<file path="config.mk">
export PLATFORM = sky130hd
export DESIGN_NAME = mul_pipe
export DESIGN_NICKNAME = d
export VERILOG_FILES = /design/src/rtl/constants_pkg.sv /design/src/rtl/instruction_pkg.sv /design/src/rtl/mul_pipe_reg.sv /design/src/rtl/mul_pipe.sv
export SDC_FILE = /design/constraint.sdc
export NUM_CORES = 2
export LEC_CHECK = 0
export BUFFER_PORTS_ARGS = -buffer_cell sky130_fd_sc_hd__buf_2
export CELL_PAD_IN_SITES_DETAIL_PLACEMENT = 0
export CELL_PAD_IN_SITES_GLOBAL_PLACEMENT = 1
export CORE_MARGIN = 4
export CORE_UTILIZATION = 30
export CTS_CLUSTER_DIAMETER = 80
export DETAILED_ROUTE_END_ITERATION = 8
export GPL_TIMING_DRIVEN = 0
export PLACE_DENSITY = 0.57
export SLEW_MARGIN = 5
export SYNTH_ARGS = -nofsm -noshare
export SYNTH_HDL_FRONTEND = slang
export SYNTH_SLANG_ARGS = --single-unit
</file>
<file path="constraint.sdc">
create_clock -name clk -period 7.61 [get_ports clk]
set_input_delay 0.761 -clock clk [delete_from_list [all_inputs] [get_ports clk]]
set_output_delay 0.761 -clock clk [all_outputs]
set_load 0.005 [all_outputs]
</file>
<file path="src/rtl/constants_pkg.sv">
// Machine-wide sizing constants shared by the execute-side units.
package constants_pkg;

    localparam int XLEN        = 32;
    localparam int MUL_LATENCY = 5;
    localparam int MUL_TAG_W   = 8;

endpackage

</file>
<file path="src/rtl/instruction_pkg.sv">
// Decoded-instruction types exchanged between decode, execute and memory.
package instruction_pkg;

    import constants_pkg::*;

    typedef enum logic [1:0] {
        MUL    = 2'd0,
        MULH   = 2'd1,
        MULHSU = 2'd2,
        MULHU  = 2'd3
    } mul_op_e;

    typedef struct packed {
        mul_op_e                op;
        logic [XLEN-1:0]        rs1;
        logic [XLEN-1:0]        rs2;
        logic [4:0]             rd;
        logic [MUL_TAG_W-1:0]   tag;
    } mul_req_t;

    typedef struct packed {
        logic [XLEN-1:0]        result;
        logic [4:0]             rd;
        logic [MUL_TAG_W-1:0]   tag;
    } mul_rsp_t;

endpackage

</file>
<file path="src/rtl/mul_pipe_reg.sv">
// Pipeline slice: one valid bit plus a W-bit payload.
// Latency: one cycle from in_* to out_*.
// Backpressure: en=0 holds valid and payload; clr drops valid even when en=0.
module mul_pipe_reg #(
    parameter int W = 8
) (
    input  logic         clk,
    input  logic         rst,
    input  logic         en,
    input  logic         clr,
    input  logic         in_vld,
    input  logic [W-1:0] in_dat,
    output logic         out_vld,
    output logic [W-1:0] out_dat
);

    // Valid bit: flush beats stall, stall holds the bubble/op in place.
    always_ff @(posedge clk or negedge rst) begin
        if (!rst) begin
            out_vld <= 1'b0;
        end else if (clr) begin
            out_vld <= 1'b0;
        end else if (en) begin
            out_vld <= in_vld;
        end
    end

    // Payload loads only with a live op, so it keeps its last value across bubbles.
    always_ff @(posedge clk or negedge rst) begin
        if (!rst) begin
            out_dat <= '0;
        end else if (en && in_vld && !clr) begin
            out_dat <= in_dat;
        end
    end

endmodule

</file>
<file path="src/rtl/mul_pipe.sv">
// RV32M multiply unit (MUL/MULH/MULHSU/MULHU) beside execute, in-order results to memory.
// Latency: LATENCY cycles, fixed; one op accepted per cycle.
// Backpressure: stall_i freezes every stage (stall_o mirrors it to decode); flush_i kills all.
module mul_pipe
    import instruction_pkg::*;
#(
    parameter int LATENCY = constants_pkg::MUL_LATENCY,
    parameter int XLEN    = constants_pkg::XLEN,
    parameter int TAG_W   = constants_pkg::MUL_TAG_W
) (
    input  logic             clk,
    input  logic             rst,
    input  logic             valid_i,
    input  mul_op_e          op_i,
    input  logic [XLEN-1:0]  rs1_i,
    input  logic [XLEN-1:0]  rs2_i,
    input  logic [4:0]       rd_i,
    input  logic [TAG_W-1:0] tag_i,
    input  logic             stall_i,
    input  logic             flush_i,
    output logic             stall_o,
    output logic             valid_o,
    output logic [XLEN-1:0]  result_o,
    output logic [4:0]       rd_o,
    output logic [TAG_W-1:0] tag_o,
    output logic [31:0]      pend_mask_o
);

    // Chunk geometry: low chunk is H unsigned bits, high chunk is H+1 bits carrying the sign.
    localparam int H  = XLEN / 2;
    localparam int QW = 2 * H + 2;      // exact width of one chunk product
    // Only the low 2*XLEN bits of the product are ever selected, so the running sum
    // is kept modulo 2^(2*XLEN); each chunk product itself is computed at full width.
    localparam int PW = 2 * XLEN;
    localparam int K  = LATENCY - 2;    // number of accumulate stages
    localparam int KS = (K > 0) ? K : 1;

    typedef struct packed {
        mul_op_e          op;
        logic [4:0]       rd;
        logic [TAG_W-1:0] tag;
        logic [XLEN:0]    a;
        logic [XLEN:0]    b;
        logic [PW-1:0]    acc;
    } stage_t;

    typedef struct packed {
        logic [XLEN-1:0]  result;
        logic [4:0]       rd;
        logic [TAG_W-1:0] tag;
    } out_t;

    // Partial product idx (0: lo*lo, 1: hi(a)*lo(b), 2: lo(a)*hi(b), 3: hi*hi), aligned.
    function automatic logic [PW-1:0] part_prod(input logic [XLEN:0] a,
                                                input logic [XLEN:0] b,
                                                input int            idx);
        logic [H:0]           ax;
        logic [H:0]           bx;
        logic signed [QW-1:0] ae;
        logic signed [QW-1:0] be;
        logic signed [QW-1:0] p;
        int                   sh;
        ax = (idx == 1 || idx == 3) ? a[XLEN:H] : {1'b0, a[H-1:0]};
        bx = (idx == 2 || idx == 3) ? b[XLEN:H] : {1'b0, b[H-1:0]};
        ae = {{(QW-H-1){ax[H]}}, ax};
        be = {{(QW-H-1){bx[H]}}, bx};
        p  = ae * be;
        sh = (idx == 0) ? 0 : ((idx == 3) ? 2 * H : H);
        return {{(PW-QW){p[QW-1]}}, p} << sh;
    endfunction

    logic   adv;
    logic   vld  [0:LATENCY];
    stage_t st_q [1:LATENCY-1];
    stage_t prep;
    out_t   out_d;
    out_t   out_q;
    logic [PW-1:0] full;

    assign adv     = !stall_i;
    assign vld[0]  = valid_i;
    assign stall_o = stall_i;

    // Operand prep: extend to XLEN+1 bits; rs1 signed unless MULHU, rs2 signed for MUL/MULH.
    always_comb begin
        prep     = '0;
        prep.op  = op_i;
        prep.rd  = rd_i;
        prep.tag = tag_i;
        prep.a   = (op_i == MULHU) ? {1'b0, rs1_i} : {rs1_i[XLEN-1], rs1_i};
        prep.b   = (op_i == MUL || op_i == MULH) ? {rs2_i[XLEN-1], rs2_i} : {1'b0, rs2_i};
    end

    mul_pipe_reg #(.W($bits(stage_t))) u_s1 (
        .clk     (clk),
        .rst     (rst),
        .en      (adv),
        .clr     (flush_i),
        .in_vld  (vld[0]),
        .in_dat  (prep),
        .out_vld (vld[1]),
        .out_dat (st_q[1])
    );

    for (genvar i = 2; i <= LATENCY - 1; i++) begin : g_acc
        stage_t d;

        // Accumulate the partial products owned by this stage (round-robin over stages).
        always_comb begin
            d = st_q[i-1];
            for (int p = 0; p < 4; p++) begin
                if ((p % KS) == (i - 2)) begin
                    d.acc = d.acc + part_prod(st_q[i-1].a, st_q[i-1].b, p);
                end
            end
        end

        mul_pipe_reg #(.W($bits(stage_t))) u_acc (
            .clk     (clk),
            .rst     (rst),
            .en      (adv),
            .clr     (flush_i),
            .in_vld  (vld[i-1]),
            .in_dat  (d),
            .out_vld (vld[i]),
            .out_dat (st_q[i])
        );
    end

    // Result select: low word for MUL, high word otherwise (sum done here if no acc stages).
    always_comb begin
        out_d = '0;
        full  = st_q[LATENCY-1].acc;
        if (K == 0) begin
            for (int p = 0; p < 4; p++) begin
                full = full + part_prod(st_q[LATENCY-1].a, st_q[LATENCY-1].b, p);
            end
        end
        out_d.result = (st_q[LATENCY-1].op == MUL) ? full[XLEN-1:0] : full[2*XLEN-1:XLEN];
        out_d.rd     = st_q[LATENCY-1].rd;
        out_d.tag    = st_q[LATENCY-1].tag;
    end

    mul_pipe_reg #(.W($bits(out_t))) u_out (
        .clk     (clk),
        .rst     (rst),
        .en      (adv),
        .clr     (flush_i),
        .in_vld  (vld[LATENCY-1]),
        .in_dat  (out_d),
        .out_vld (vld[LATENCY]),
        .out_dat (out_q)
    );

    assign valid_o  = vld[LATENCY];
    assign result_o = out_q.result;
    assign rd_o     = out_q.rd;
    assign tag_o    = out_q.tag;

    // Pending-rd mask: every live stage marks its destination; x0 never interlocks.
    always_comb begin
        pend_mask_o = '0;
        for (int i = 1; i < LATENCY; i++) begin
            if (vld[i] && st_q[i].rd != 5'd0) begin
                pend_mask_o[st_q[i].rd] = 1'b1;
            end
        end
        if (vld[LATENCY] && out_q.rd != 5'd0) begin
            pend_mask_o[out_q.rd] = 1'b1;
        end
    end

endmodule
</file>
==> impl_metrics.yaml <==
layout:
  final.fill_count: 21700
  drive_gt1_share_pct: 19.0
  final_cell_mix: "1192 x inv_1, 1152 x nand2_1, 938 x fa_1, 497 x and2_1, 453 x ha_1"
  syn_to_final_growth_pct: 19.8
  fin_nets: 9052
  final_common_cell: "inv_1"
timing:
  drv_slew: 0
  final_hold_viol_count: 0
  tns_ns: -22.68
  worst_slew_pin_slew_ns: 1.30
  final.period_utilization_pct: 114
  setup_viol_count_final: 42
  setup_ws_ns: -1.04
  timing.slew.headroom_pct: 13.3
  max_freq_mhz: 116
  period_minus_slack_ns: 8.65
  rsz0062_at_grt: "yes"
  finClkSkew_ns: 0.0581
synth:
  netlist_area_um2: 63700
  async_reset_ff_share_pct: 100
  ys_ff_latch: 467
  synth_top_area_share_pct: 30.3
  syn_avg_cell_area_um2: 9.07
  synth.largest_area_cell: "fa_1"
  ys_types: 101
  synth_area_leaders: "fa_1 30%, dfrtp_1 18%, ha_1 10%, inv_1 7.2%, nand2_1 6.9%"
  ys.flop_type: "dfrtp_1"
  ys_seq_area_share_pct: 18.3
  syn_nets: 8600
  netlist_instances: 7030
  yosysWarnings: 0
  synth_edf_count: 0
floorplan:
  fp.dieArea_um2: 220000
  die_y_um: 469
  die_w_um: 469
  pin_count: 163
  rows: 168
  core_um2: 210000
  start_util_pct: 30.3
worst_setup_path:
  cp_slowest_stage_delay_ns: 0.57
  start_kind: "register"
  cp.required_ns: 8.19
  r2r_start: "g_acc[2].u_acc.out_dat[119]"
  path_common_cell: "fa_1"
  slowest_stage: "fa_1"
  endpoint_kind: "register"
  worstSetupPathType: "reg -> reg"
  arrival_ns: 9.23
  worstSetupStartpoint: "g_acc[2].u_acc.out_dat[119]"
  critPathMaxFanout: 5
drt:
  first_iter_violations: 2761
  routed_via_density: 4.76
  drt-total-wl_um: 222000
  drc: 0
  drtPass1Iterations: 5
  wl_per_cell_um: 21.5
  num_vias: 49200
  final_antenna_net_count: 0
cts:
  clock_path_buffers: 3
  clock_latency_ns: 0.71
  cts.reportedPaths.clkPinSlew_ns: 0.07
  cts_hold_buffers: 0
  cts_inserted_buffers: 60
  cts_root_buffer: "clkbuf_16"
  cts.sinks: 467
  h-tree-depth: 2
  cts_tree: "yes"
grt:
  grt_max_degree: 109
  antenna_found_initial: 14
  grt_usage_pct: 20.2
  grt_pass1_wl_um: 336000
  grt_pass1_vias: 52100
  grt_overflow: 0
place:
  place.gp.congestion: 0.882
  post-place-ws_ns: -2.41
  io_buffers: 160
  dp_hpwl_um: 177000
run_status:
  outcome: "complete, but fails checks"
  violations: "setup timing"
run:
  cap_violations: 0
worst_hold_path:
  hp-class: "in -> async"
==> synth_stat cells, types with 5 or more instances <==
cell / n
inv_1: 1227
o221ai_1: 14
a31oi_1: 20
a211oi_1: 31
a21oi_1: 236
nand2b_1: 48
nor3_1: 36
o211ai_1: 12
and2_1: 516
or3_1: 12
fa_1: 966
dfrtp_1: 467
a221oi_1: 5
xor2_1: 87
a21boi_0: 6
a21o_1: 114
o21bai_1: 37
o21ai_1: 16
or2_2: 9
o31ai_1: 15
clkbuf_1: 300
o21a_1: 29
ha_1: 520
nand4_1: 23
nand2_1: 1177
and3_1: 16
nor2b_1: 37
nand3b_1: 13
buf_1: 14
nor3b_1: 15
a32oi_1: 8
mux2_2: 161
a22oi_1: 17
nand4b_1: 6
a211o_1: 7
nor2_1: 179
a31o_2: 5
o22ai_1: 15
mux2i_1: 39
xnor2_1: 159
nand3_1: 79
o21ai_0: 239
==> through the flow <==
| stage | utilization, % | area [um2] | instances | hold WS, ns |
|---|---|---|---|---|
| global route | 36.3 | 76300 | 10300 | 0.0886 |
| global placement | 32.6 | 68500 | 9995 | 0.444 |
| finish | 36.3 | 76300 | 10300 | 0.0649 |
| floorplan | - | 64200 | 7030 | 0.433 |
| CTS | 35.2 | 74100 | 10200 | 0.0392 |
| detailed placement | 32.6 | 68600 | 9999 | 0.451 |
==> cell families (layout without fill, tap and decap cells) <==
group                      Yosys count  count (layout)  synth area share [%]
AOI/OAI and AO/OA                  885             885                  8.84
xor gates and xnor gates           248             249                  3.43
adders and majority gates         1486            1486                  40.5
buffers and inverters             1548            2046                  9.18
DFF                                467             467                  18.3
muxes                              200             200                  3.46
other                                1               8               0.00588
and+or+nand+nor                   2195            2195                  16.2
==> repair_timing <==
action	4_1_cts	5_1_grt
gates cloned	3	2
pin swaps	165	227
setup endpoints to repair	97	82
buffers inserted	171	124
gates resized for setup	633	381
==> path summary, 6_finish.rpt <==
kind | slack [ns] | depth (start not counted) | endpoint
min | 0.06 | 1 | u_s1.out_dat[92]
max | -1.04 | 35 | g_acc[3].u_acc.out_dat[60]
min in group clk | 0.29 | 2 | u_s1.out_dat[137]
max in group asynchronous | 5.63 | 4 | g_acc[3].u_acc.out_dat[106]
min reg2reg | 0.46 | 2 | g_acc[2].u_acc.out_dat[132]
max reg2reg | -1.04 | 35 | g_acc[3].u_acc.out_dat[60]
==> sequential cells by signal (all words and copies together), names as in the netlist <==
signal / count
g_acc.u_acc.out_dat: 336
u_s1.out_dat: 81
u_out.out_dat: 45
g_acc.u_acc.out_vld: 3
u_out.out_vld: 1
u_s1.out_vld: 1
==> area by class of cell <==
class,count,area (um2),area share (%)
Inverter,1227,4610,6.04
Multi-Input combinational cell,5016,49100,64.3
Clock buffer,82,1690,2.22
Tap cell,2805,3510,4.60
Sequential cell,467,11800,15.5
Buffer,260,1850,2.43
Clock inverter,27,304,0.398
Timing Repair Buffer,450,3450,4.52
Antenna cell,7,17.5,0.0229
==> worst max-delay path: cells and delay by family (launching register included) <==
| family | cells | cell delay [ns] |
|---|---|---|
| adder cells (fa/ha/maj) | 8 | 3.68 |
| AO/OA/AOI/OAI | 14 | 2.63 |
| AND/OR/NAND/NOR | 6 | 1.05 |
| flip-flops | 1 | 0.47 |
| XOR/XNOR | 2 | 0.38 |
| buffers and inverters | 5 | 0.34 |
==> metal layers <==
metal / wire length [um] / vias to the layer above / GRT usage, % / share of wire (%)
li1: - / 22800 / - / -
met1: 106000 / 25300 / 29.3 / 48
met2: 103000 / 948 / 33.1 / 46
met3: 8870 / 184 / 1.97 / 4.0
met4: 3980 / 2 / 3.38 / 1.8
met5: 16 / - / 0 / 0.0072
Power is not shown: default switching activity piles up to over one toggle a cycle in this logic, so the estimate is an artifact.
